$ cat src/rtl/mc_ctrl_fsm.sv
// Main control FSM for the multicycle RV32I core: req/gnt/rvalid memory handshake,
// multi-cycle execute, and trap on illegal opcode or memory timeout. Optional perf counters: MC_CTRL_PERF_EN.
module mc_ctrl_fsm #(
    parameter int EXEC_CYCLES = 1,
    parameter int MEM_TIMEOUT = 16,
    parameter int TMO_W       = $clog2(MEM_TIMEOUT + 1)
) (
    input  logic       clk_i,
    input  logic       rst_i,
    input  logic [6:0] opcode_i,
    input  logic       mem_gnt_i,
    input  logic       mem_rvalid_i,
    input  logic       trap_clr_i,
    output logic       mem_req_o,
    output logic       mem_we_o,
    output logic       AdrSrc_o,
    output logic       IRWrite_o,
    output logic       PCUpdate_o,
    output logic       RegWrite_o,
    output logic [1:0] ResultSrc_o,
    output logic [1:0] ALUSrcA_o,
    output logic [1:0] ALUSrcB_o,
    output logic       b_en_o,
    output logic       ALUOP_ow_o,
    output logic       trap_o,
    output logic [1:0] trap_cause_o,
`ifdef MC_CTRL_PERF_EN
    output logic [31:0] cycle_cnt_o,
    output logic [31:0] instret_cnt_o,
`endif
    output logic [4:0] state_o
);
    // RV32I major opcodes; OP_NOP is the all-zero encoding and retires nothing.
    localparam logic [6:0] OP_LOAD = 7'b0000011, OP_STORE = 7'b0100011, OP_R   = 7'b0110011;
    localparam logic [6:0] OP_I    = 7'b0010011, OP_BR    = 7'b1100011, OP_JAL = 7'b1101111;
    localparam logic [6:0] OP_JALR = 7'b1100111, OP_LUI   = 7'b0110111, OP_AUIPC = 7'b0010111;
    localparam logic [6:0] OP_NOP  = 7'b0000000;

    localparam logic [4:0] S_FETCH_REQ = 5'd0,  S_FETCH_WAIT = 5'd1,  S_DECODE = 5'd2;
    localparam logic [4:0] S_MEM_ADR   = 5'd3,  S_RD_REQ     = 5'd4,  S_RD_WAIT = 5'd5;
    localparam logic [4:0] S_WR_REQ    = 5'd6,  S_WR_WAIT    = 5'd7,  S_MEM_WB = 5'd8;
    localparam logic [4:0] S_EXEC_R    = 5'd9,  S_EXEC_I     = 5'd10, S_ALU_WB = 5'd11;
    localparam logic [4:0] S_BRANCH    = 5'd12, S_JAL        = 5'd13, S_JALR1  = 5'd14;
    localparam logic [4:0] S_JALR2     = 5'd15, S_LUI        = 5'd16, S_AUIPC  = 5'd17;
    localparam logic [4:0] S_TRAP      = 5'd18;

    localparam int CW  = (TMO_W < 1) ? 1 : TMO_W;
    localparam int ECW = (EXEC_CYCLES > 1) ? $clog2(EXEC_CYCLES) : 1;
    localparam logic [CW-1:0]  TMO_LAST  = CW'(MEM_TIMEOUT - 1);
    localparam logic [ECW-1:0] EXEC_LOAD = ECW'(EXEC_CYCLES - 1);

    logic [4:0]     state_q, state_d;
    logic [6:0]     opc_q, opc_d;
    logic [ECW-1:0] exec_q, exec_d;
    logic [CW-1:0]  tmo_q, tmo_d;
    logic [1:0]     cause_q, cause_d;
    logic           in_req, in_wait, tmo_hit;

    always_comb begin
        in_req  = (state_q == S_FETCH_REQ) || (state_q == S_RD_REQ) || (state_q == S_WR_REQ);
        in_wait = (state_q == S_FETCH_WAIT) || (state_q == S_RD_WAIT) || (state_q == S_WR_WAIT);
        // Completing in the last allowed cycle wins over the timeout.
        tmo_hit = (MEM_TIMEOUT != 0) && (in_req || in_wait) && (tmo_q == TMO_LAST)
                  && !(in_wait && mem_rvalid_i);
    end

    always_comb begin
        state_d = state_q;
        opc_d   = opc_q;
        exec_d  = exec_q;
        cause_d = cause_q;
        case (state_q)
            S_FETCH_REQ:  if (mem_gnt_i) state_d = S_FETCH_WAIT;
            S_FETCH_WAIT: begin
                if (mem_rvalid_i) begin
                    opc_d = opcode_i;
                    case (opcode_i)
                        OP_LOAD, OP_STORE, OP_R, OP_I, OP_BR,
                        OP_JAL, OP_JALR, OP_LUI, OP_AUIPC: state_d = S_DECODE;
                        OP_NOP:  state_d = S_FETCH_REQ;
                        default: begin state_d = S_TRAP; cause_d = 2'b01; end
                    endcase
                end
            end
            S_DECODE: begin
                exec_d = EXEC_LOAD;
                case (opc_q)
                    OP_LOAD, OP_STORE: state_d = S_MEM_ADR;
                    OP_R:     state_d = S_EXEC_R;
                    OP_I:     state_d = S_EXEC_I;
                    OP_BR:    state_d = S_BRANCH;
                    OP_JAL:   state_d = S_JAL;
                    OP_JALR:  state_d = S_JALR1;
                    OP_LUI:   state_d = S_LUI;
                    OP_AUIPC: state_d = S_AUIPC;
                    default:  begin state_d = S_TRAP; cause_d = 2'b01; end
                endcase
            end
            S_MEM_ADR:  state_d = (opc_q == OP_STORE) ? S_WR_REQ : S_RD_REQ;
            S_RD_REQ:   if (mem_gnt_i) state_d = S_RD_WAIT;
            S_WR_REQ:   if (mem_gnt_i) state_d = S_WR_WAIT;
            S_RD_WAIT:  if (mem_rvalid_i) state_d = S_MEM_WB;
            S_WR_WAIT:  if (mem_rvalid_i) state_d = S_FETCH_REQ;
            S_EXEC_R, S_EXEC_I: begin
                if (exec_q == '0) state_d = S_ALU_WB;
                else              exec_d  = exec_q - ECW'(1);
            end
            S_JAL:    state_d = S_ALU_WB;
            S_JALR1:  state_d = S_JALR2;
            S_JALR2:  state_d = S_ALU_WB;
            S_MEM_WB, S_ALU_WB, S_BRANCH, S_LUI, S_AUIPC: state_d = S_FETCH_REQ;
            S_TRAP: if (trap_clr_i) begin state_d = S_FETCH_REQ; cause_d = 2'b00; end
            default: state_d = S_FETCH_REQ;
        endcase
        if (tmo_hit) begin
            state_d = S_TRAP;
            cause_d = 2'b10;
        end
        // Fresh budget on entry to a request; REQ and WAIT share one budget.
        tmo_d = tmo_q;
        if ((state_d == S_FETCH_REQ || state_d == S_RD_REQ || state_d == S_WR_REQ)
            && (state_d != state_q))
            tmo_d = '0;
        else if (in_req || in_wait)
            tmo_d = tmo_q + CW'(1);
    end

    always_ff @(posedge clk_i) begin
        if (rst_i) begin
            state_q <= S_FETCH_REQ;
            opc_q   <= '0;
            exec_q  <= '0;
            tmo_q   <= '0;
            cause_q <= '0;
        end else begin
            state_q <= state_d;
            opc_q   <= opc_d;
            exec_q  <= exec_d;
            tmo_q   <= tmo_d;
            cause_q <= cause_d;
        end
    end

    always_comb begin
        mem_req_o = 1'b0; mem_we_o = 1'b0; AdrSrc_o = 1'b0; IRWrite_o = 1'b0;
        PCUpdate_o = 1'b0; RegWrite_o = 1'b0; ResultSrc_o = 2'b00; ALUSrcA_o = 2'b00;
        ALUSrcB_o = 2'b00; b_en_o = 1'b0; ALUOP_ow_o = 1'b0; trap_o = 1'b0;
        case (state_q)
            S_FETCH_REQ:  mem_req_o = 1'b1;
            S_FETCH_WAIT: begin
                ALUSrcB_o = 2'b10; ResultSrc_o = 2'b10; ALUOP_ow_o = 1'b1;
                IRWrite_o = mem_rvalid_i; PCUpdate_o = mem_rvalid_i;
            end
            S_DECODE:  begin ALUSrcA_o = 2'b01; ALUSrcB_o = 2'b01; ALUOP_ow_o = 1'b1; end
            S_MEM_ADR: begin ALUSrcA_o = 2'b10; ALUSrcB_o = 2'b01; end
            S_RD_REQ:  begin mem_req_o = 1'b1; AdrSrc_o = 1'b1; end
            S_WR_REQ:  begin mem_req_o = 1'b1; AdrSrc_o = 1'b1; mem_we_o = 1'b1; end
            S_MEM_WB:  begin ResultSrc_o = 2'b11; RegWrite_o = 1'b1; end
            S_EXEC_R:  ALUSrcA_o = 2'b10;
            S_EXEC_I:  begin ALUSrcA_o = 2'b10; ALUSrcB_o = 2'b01; end
            S_ALU_WB, S_AUIPC: RegWrite_o = 1'b1;
            S_BRANCH:  b_en_o = 1'b1;
            S_JAL, S_JALR2: begin ALUSrcA_o = 2'b01; ALUSrcB_o = 2'b10; PCUpdate_o = 1'b1; end
            S_JALR1:   begin ALUSrcA_o = 2'b10; ALUSrcB_o = 2'b01; end
            S_LUI:     begin ResultSrc_o = 2'b10; RegWrite_o = 1'b1; end
            S_TRAP:    trap_o = 1'b1;
            default: ;
        endcase
        if (rst_i) begin
            mem_req_o = 1'b0; mem_we_o = 1'b0; AdrSrc_o = 1'b0; IRWrite_o = 1'b0;
            PCUpdate_o = 1'b0; RegWrite_o = 1'b0; ResultSrc_o = 2'b00; ALUSrcA_o = 2'b00;
            ALUSrcB_o = 2'b00; b_en_o = 1'b0; ALUOP_ow_o = 1'b0; trap_o = 1'b0;
        end
    end

    assign trap_cause_o = rst_i ? 2'b00 : cause_q;
    assign state_o      = rst_i ? 5'd0  : state_q;

`ifdef MC_CTRL_PERF_EN
    logic [31:0] cyc_cnt_q, inst_cnt_q;
    logic        retire;

    assign retire = (state_d == S_FETCH_REQ) &&
                    ((state_q == S_MEM_WB) || (state_q == S_ALU_WB) || (state_q == S_BRANCH) ||
                     (state_q == S_LUI) || (state_q == S_AUIPC) || (state_q == S_WR_WAIT));

    always_ff @(posedge clk_i) begin
        if (rst_i) begin
            cyc_cnt_q  <= '0;
            inst_cnt_q <= '0;
        end else begin
            cyc_cnt_q <= cyc_cnt_q + 32'd1;
            if (retire) inst_cnt_q <= inst_cnt_q + 32'd1;
        end
    end

    assign cycle_cnt_o   = rst_i ? 32'd0 : cyc_cnt_q;
    assign instret_cnt_o = rst_i ? 32'd0 : inst_cnt_q;
`endif
endmodule

$ cat config.mk
export PLATFORM = sky130hd
export DESIGN_NAME = mc_ctrl_fsm
export DESIGN_NICKNAME = d
export VERILOG_FILES = /design/src/rtl/mc_ctrl_fsm.sv
export SDC_FILE = /design/constraint.sdc
export NUM_CORES = 1
export LEC_CHECK = 0
export ABC_AREA = 1
export ABC_CLOCK_PERIOD_IN_PS = 3090
export CAP_MARGIN = 20
export CORE_MARGIN = 3
export CORE_UTILIZATION = 45
export DETAILED_ROUTE_END_ITERATION = 7
export GPL_TIMING_DRIVEN = 0
export PLACE_DENSITY_LB_ADDON = 0.08
export SLEW_MARGIN = 20
export SYNTH_ARGS = -nofsm -noshare
export SYNTH_HDL_FRONTEND = slang
export SYNTH_SLANG_ARGS = --single-unit
$ cat constraint.sdc
create_clock -name clk_i -period 3.09 [get_ports clk_i]
set_input_delay 0.618 -clock clk_i [delete_from_list [all_inputs] [get_ports clk_i]]
set_output_delay 0.618 -clock clk_i [all_outputs]
set_load 0.02 [all_outputs]
Word level (Yosys, flattened, before mapping)

Cells that the tools add are included.

Equal/unequal tests: 48
Mux-type cells: 47
$add $sub $neg: 2
Reductions and logical operators: 38

Operator list:

| operator                                                         | number |
|---|---|
| 5-bit case mux with 12 select lines                              | 1 |
| 5-bit two-way mux                                                | 10 |
| 5-bit by 4-bit == test with 1-bit output (second input constant) | 9 |
| 7-bit by 6-bit == test with 1-bit output (second input constant) | 6 |
| 7-bit == test (second input constant)                            | 6 |
| 5-bit case mux with 8 select lines                               | 1 |
| 5-bit by 3-bit == test with 1-bit output (second input constant) | 6 |
| 7-bit by 5-bit == test with 1-bit output (second input constant) | 4 |
| 2-bit two-way mux                                                | 10 |
| 1-bit two-way mux                                                | 18 |
| 9-bit OR reduction                                               | 2 |
| 2-bit OR reduction                                               | 8 |
| 5-bit == test (second input constant)                            | 3 |
| 7-bit by 2-bit == test with 1-bit output (second input constant) | 2 |
| 3-bit != test (second input constant)                            | 4 |
| 2-bit case mux with 2 select lines                               | 3 |
| 4-bit OR reduction                                               | 3 |
| 5-bit by 2-bit == test with 1-bit output (second input constant) | 2 |
| 5-bit logical NOT                                                | 2 |
| 5-bit case mux with 2 select lines                               | 1 |
| 5-bit AND reduction                                              | 2 |
| 10-bit OR reduction                                              | 1 |
| 3-bit OR reduction                                               | 3 |
| 2-bit != test (second input constant)                            | 4 |
| 14 further kinds                                                 | 24 |

Logic and storage cells: 141
Register bits after elaboration: 20
Input port bits: 12
Output and inout port bits: 22

Longest topological paths before layout

Gate-level depths: netlist (run 1).

Depth after elaboration: 12
Depth in mapped cells: 15
Depth with buffers taken out: 14

Worst setup path before layout (run 1)

Ideal clock, no wire load.

Path type: flip-flop to output port
Start: register state_q[4]
End: output port PCUpdate_o
Path slack: 1.033 ns
Data required time: 2.472 ns
Arrival time: 1.439 ns
Cell stages (with the launch flop): 8
Buffers on the path: 2
Path through: dfxtp_1 > buf_4 > inv_1 > nand3_2 > inv_2 > nand2_1 > buf_2 > a21oi_1

Longest elaborated chain between the ends: 4
Elaborated cells on any way between the ends: 6
Classes of those cells: eq/ne (3); mux (2); reduce/logical (1)

RTL lines:

| element                                  | line | RTL |
|---|---|---|
| start, declared                          | 52   | `logic [4:0] state_q, state_d;` |
| start signal, assigned                   | 136  | `state_q <= state_d;` |
| 5-bit by 4-bit == test with 1-bit output | 148  | `case (state_q)` |
| 2-bit OR reduction (no line)             | n/a  |  |
| 1-bit case mux with 2 select lines *     | 148  |  |
| 1-bit two-way mux *                      | 169  | `if (rst_i) begin` |
| end, declared                            | 18   | `output logic PCUpdate_o,` |

Mark *: on every way between the ends. The rest lies on a longest branch, timed or not.

Final worst setup path (run 1)

Start: register state_q[3]
End: output port ALUSrcB_o[0]

Longest elaborated chain between the ends: 4
Elaborated cells on any way between the ends: 11
Classes of those cells: eq/ne (7); mux (2); reduce/logical (2)

RTL lines:

| element                                                                | line | RTL |
|---|---|---|
| 5-bit by 4-bit == test with 1-bit output, or another cell as far along | 148  |  |
| 4-bit OR reduction (no line) or 3-bit OR reduction (tied branches)     | n/a  |  |
| 2-bit case mux with 2 select lines *                                   | 148  |  |
| 2-bit two-way mux *                                                    | 169  |  |
| end, declared                                                          | 22   | `output logic [1:0] ALUSrcB_o,` |

Marks and branches as above.

==> metrics.cfg, run 1 <==
[logic_synthesis]
yosys_warnings = 0
dominantRegCellSynth = dfxtp_1
synth_edf_count = 0
synthCells = 271
ys_seq_area_frac = 0.2284
syn-num-nets = 285
synth.distinct_cells = 34
async_reset_ff_frac = 0
syn_area_um2 = 1665
syn_avg_cell_area_um2 = 6.145
synth_seq_cells = 19

[sta]
finalClockSkew_ns = 0.005113
post-route-period-util = 0.8627
rsz0062_at_grt = no
hold_viol_final = 0
fin_crit_ns = 2.666
drv_slew = 0
relSlewSlack = 0.6533
hold-worst-slack_ns = 0.4667
setup_violations = 0
max_freq_mhz = 375.1
tns_ns = 0
worst_pin_slew_ns = 0.5200

[placed_design]
place_inst = 348
place_congestion = 0.9404
placed_area_um2 = 2033
port_buffers = 31
dp_hpwl_um = 3288

[pwr]
peakVddDrop_mv = 0.2994
static-leakage-power_nw = 1.007
power.density_nw_per_um2 = 437.2
finalPower_uw = 911.2

[clock_tree]
clock_latency_ns = 0.26
clk_pin_slew_ns = 0.07
cts.hold.buffers_added = 0
postCtsSetupBuffers = 0
clockBufferDepth = 2
numCtsBuffers = 3
htree_levels = 1
cts_root_buf = clkbuf_8
clkSinkCount = 19
cts_tree = done

[global_routing]
overflow = 0
grt_max_degree = 12
grt_pass1_wl_um = 6851
grt_use_total = 0.2003
antenna_found_initial = 0
grt_pass1_vias = 1506

[floorplan]
die_area_um2 = 4467
rows = 21
die_w_um = 66.84
initial_utilization = 0.4838
core-area_um2 = 3442
die_h_um = 66.84
pin_count = 34

[setup_path]
path_max_fanout = 7
arrival_ns = 2.05
worstPathRequired_ns = 2.47
cp-start-kind = flop
worstSetupPathType = flop to primary output
crit_path_end_kind = primary output

[drt]
drt-wirelength-per-cell_um = 11.68
viasPerCell = 5.023
dr.pass1.iters = 4
num_vias = 1768
drc = 0
ant_nets = 0
wirelength_um = 4110
drt_iter0_markers = 137

[flow_run]
drv_cap = 0

[final_layout]
synthToLayoutAreaGrowth_pct = 25.17
antenna_cells = 0
final_area_um2 = 2085
drive_above_1_share = 0.1569
fin_cells = 352
nets = 321

[worst_hold_path]
min_path_type = flop to flop

[run_status]
outcome = complete, no violations

## worst max-delay path, cell delays in order (launching register included)
cell and delay, ns:
dfxtp_1 0.44, nor2_2 0.26, nand2_2 0.09, nor2_4 0.15, inv_2 0.09, a31oi_1 0.13
clkdlybuf4s50_1 0.62
## timing repair
action	4_1_cts	5_1_grt
endpoints found under the hold margin	0	0
setup endpoints to repair	0	2
gates resized for setup	0	2
## per-stage QoR
step	setup WS (ns)	utilization
after CTS	0.07690	0.6041
final	0.4243	0.6056
after global placement	0.3807	0.5907
after global routing	0.2117	0.6056
after floorplan	1.033	-
after detailed placement	0.3674	0.5907
## final timing paths
path              start           end  slack (ns)  cells past startpoint
max          state_q[3]  ALUSrcB_o[0]        0.42                      6
min            opc_q[1]      opc_q[1]        0.47                      2
max reg2reg  state_q[3]      tmo_q[0]        1.21                     10
min reg2reg    opc_q[1]      opc_q[1]        0.47                      2
## sequential cells by signal (all words and copies together) (netlist names)
name,flops
opc_q,7
state_q,5
tmo_q,5
cause_q,2
## layout make-up
class	count	area, um2
flip-flops and latches	19	380.4
well taps	46	57.56
clock buffers	3	41.29
clock inverters	1	5.005
inverters	44	165.2
fillers	349	1358
plain buffers	8	55.05
repair buffers	31	315.3
multi-input cells	200	1065
## cells in the final DEF, fill, tap and decap left out, types with 2 or more instances in the layout
master	synthesis	final
nand2_1	50	50
nor2_1	44	44
inv_1	37	37
clkdlybuf4s50_1	0	29
nand3_1	26	26
dfxtp_1	19	19
a21oi_1	14	14
o21ai_0	11	11
nor2_2	8	8
inv_2	6	6
nand3_2	6	6
nor3_1	6	6
nand2_2	4	4
nor2_4	4	4
nand4_1	4	4
a31oi_1	3	3
clkbuf_8	0	3
buf_6	2	2
clkbuf_1	2	2
buf_4	2	2
buf_2	2	2
o211ai_2	2	2
nand2_4	2	2
nor3_2	2	2
nand3b_1	2	2
xnor2_1	2	2
ha_1	2	2
dlymetal6s2s_1	0	2
## metal layers
layer  vias to the layer above  wire (um)  track usage
met5                         -          0            0
met4                         0         50      0.07107
met3                         5        243      0.03035
met2                        51       1747       0.3082
met1                       774       2068       0.2805
li1                        938          -            -
## synth_stat cells, types with 2 or more instances
cell type	instances	area, um2
nand3_2	6	60.06
nand2_4	2	22.52
nor2_1	44	165.2
nand2_2	4	25.02
o21ai_0	11	55.05
buf_6	2	22.52
xnor2_1	2	17.52
nor3_1	6	30.03
nand3b_1	2	15.01
inv_2	6	22.52
nand2_1	50	187.7
nor2_2	8	50.05
o211ai_2	2	25.02
nor3_2	2	20.02
nand4_1	4	25.02
clkbuf_1	2	7.510
ha_1	2	25.02
a31oi_1	3	18.77
dfxtp_1	19	380.4
buf_4	2	15.01
buf_2	2	10.01
a21oi_1	14	70.07
nor2_4	4	45.04
nand3_1	26	130.1
inv_1	37	138.9
## power breakdown
part	switching, mW	internal (mW)	total [mW]
Combinational	0.262	0.163	0.425
Clock	0.0833	0.0896	0.173
Sequential	0.0296	0.284	0.313
Total	0.375	0.536	0.911
## cell families (layout without fill, tap and decap cells)
kind of cell,Yosys count,count (layout),synth area share
AO/OA/AOI/OAI,32,32,0.1112
XOR/XNOR,3,3,0.01578
adder cells (fa/ha/maj),2,2,0.01502
buffers and inverters,52,87,0.1322
flip-flops,19,19,0.2284
multiplexers,1,1,0.006011
AND/OR/NAND/NOR,162,162,0.4914
No activity file was read; power rests on OpenSTA's default activity.
==> run 2: changes to the inputs <==
--- a/config.mk
+++ b/config.mk
@@ -11,6 +11,7 @@
 export CORE_MARGIN = 3
 export CORE_UTILIZATION = 45
 export DETAILED_ROUTE_END_ITERATION = 7
+export DONT_BUFFER_PORTS = 1
 export GPL_TIMING_DRIVEN = 0
 export PLACE_DENSITY_LB_ADDON = 0.08
 export SLEW_MARGIN = 20
==> run 2 against run 1 <==
Global-route usage down 0.11 points; clock-buffer cell count unchanged; core utilization down 9.2 points; clock skew about the same; routed wire length up 0.56%; sequential share of layout area up 3.3 points; via count down 6.4%; largest cell class unchanged.
==> metrics.cfg, run 2 (synthesis results as in run 1) <==
[setup_path]
path_max_fanout = 10
r2r.worst_path.cells = 10
worstPathRequired_ns = 2.47
crit_chain = nor2_4 > nand3_2 > inv_2 > nand2_1 > buf_2 > a21oi_1
crit_cells = 6
reg2reg_from = state_q[3]
reg2reg_slack_ns = 1.21
arrival_ns = 2.04
critPathMaxStageDelay_ns = 0.43
slowest_stage = dfxtp_1
crit_path_end_kind = primary output
critPathTopFamily = simple AND/OR/NAND/NOR gates
cp.buffers_inverters = 2
r2r_end = tmo_q[4]
worstSetupPathType = flop to primary output
crit_start = state_q[3]
cp-start-kind = flop
crit_path_end = PCUpdate_o

[placed_design]
port_buffers = 0
dp_hpwl_um = 3299
post-place-ws_ns = 0.7425
place_congestion = 0.8857

[sta]
relSlewSlack = 0.4214
worst_pin_slew_ns = 0.8600
drv_slew = 0
setup_violations = 0
tns_ns = 0
rsz0062_at_grt = no
setup_ws_ns = 0.4314
fin_crit_ns = 2.659
hold_viol_final = 0
post-route-period-util = 0.8604
finalClockSkew_ns = 0.004811
max_freq_mhz = 376.1

[pwr]
static-leakage-power_nw = 0.8607
peakVddDrop_mv = 0.2662
power.density_nw_per_um2 = 492.2

[drt]
num_vias = 1654
wirelength_um = 4133
drc = 0
viasPerCell = 5.153
dr.pass1.iters = 4
ant_nets = 0
drt_iter0_markers = 153
drt-wirelength-per-cell_um = 12.88

[final_layout]
n_fill_cell = 417
synthToLayoutAreaGrowth_pct = 6.236
final_cell_mix = 50 x nand2_1, 44 x nor2_1, 37 x inv_1
top_regs = opc_q: 7 flops, state_q: 5 flops, tmo_q: 5 flops
antenna_cells = 0
largest-register = opc_q
ff_latch_area_um2 = 380.4
nets = 290
drive_above_1_share = 0.1745
multiInputGateArea_um2 = 1065
largest_reg_flops = 7
final_common_cell = nand2_1

[clock_tree]
clkSinkCount = 19
cts.hold.buffers_added = 0
clock_latency_ns = 0.26
cts_root_buf = clkbuf_8
htree_levels = 1
clockBufferDepth = 2
numCtsBuffers = 3
clk_pin_slew_ns = 0.08
cts_tree = done
ctsResizeCount = 0
postCtsSetupBuffers = 0

[floorplan]
pin_count = 34
core-area_um2 = 3442
rows = 21
die_w_um = 66.84
die_h_um = 66.84
die_area_um2 = 4467
initial_utilization = 0.4838

[global_routing]
grt_pass1_wl_um = 6817
overflow = 0
antenna_found_initial = 0
grt_pass1_vias = 1483
grt_use_total = 0.1992
grt_max_degree = 12

[worst_hold_path]
min_path_type = flop to flop

[flow_run]
drv_cap = 0

[run_status]
outcome = complete, no violations

[run 2: cell count changes in the layout (fill, tap and decap cells not counted)]
cell	delta
dlymetal6s2s_1	-2
clkdlybuf4s50_1	-29
[run 2: area by class of cell]
cell class	instances	share of cell area
Multi-Input combinational cell	200	0.6018
Tap cell	46	0.03253
Inverter	44	0.09335
Clock inverter	1	0.002829
Clock buffer	3	0.02334
Buffer	8	0.03112
Sequential cell	19	0.2150
[run 2: report_power, final]
group | switching, mW | leakage [nW] | internal (mW) | total, mW
clock | 0.0910 | 0.0255 | 0.0900 | 0.181
combinational | 0.256 | 0.680 | 0.122 | 0.378
sequential | 0.0286 | 0.155 | 0.284 | 0.312
total | 0.376 | 0.861 | 0.495 | 0.871
[run 2: worst min-delay path by stage]
stage / startpoint / to / slack (ns) / cells after the start
floorplan: opc_q[0] / opc_q[0] / 0.44 / 2
global placement: opc_q[1] / opc_q[1] / 0.45 / 2
detailed placement: opc_q[1] / opc_q[1] / 0.46 / 2
CTS: opc_q[1] / opc_q[1] / 0.47 / 2
global route: opc_q[1] / opc_q[1] / 0.50 / 2
finish: opc_q[1] / opc_q[1] / 0.47 / 2
[run 2: layer usage]
metal,track usage,part of all wire,vias up
met5,0,0,-
met2,0.2970,0.42,46
met3,0.04890,0.060,5
met1,0.2812,0.52,728
li1,-,-,875
met4,0.05584,0.0092,0
[run 2: metrics by stage]
step / hold WS, ns / instances / cell area [um2] / power (mW) / util
after floorplan: 0.4375 / 271 / 1665 / 0.6277 / -
after global placement: 0.4523 / 317 / 1723 / 0.6923 / 0.5005
after detailed placement: 0.4606 / 317 / 1723 / 0.6942 / 0.5005
after CTS: 0.4693 / 321 / 1769 / 0.8752 / 0.5140
after global routing: 0.4995 / 321 / 1769 / 0.9446 / 0.5140
final: 0.4653 / 321 / 1769 / 0.8708 / 0.5140
[run 2: worst register-to-register path, stage by stage, from the launching register on]
cell and delay [ns]:
dfxtp_1 0.43, nor2_4 0.22, nand3_2 0.21, nand2_1 0.13, nand2_2 0.07, nand3_4 0.13, nand4_1 0.17, nor2_1 0.17
nand3_2 0.10, nand2_4 0.11, nor2_2 0.04
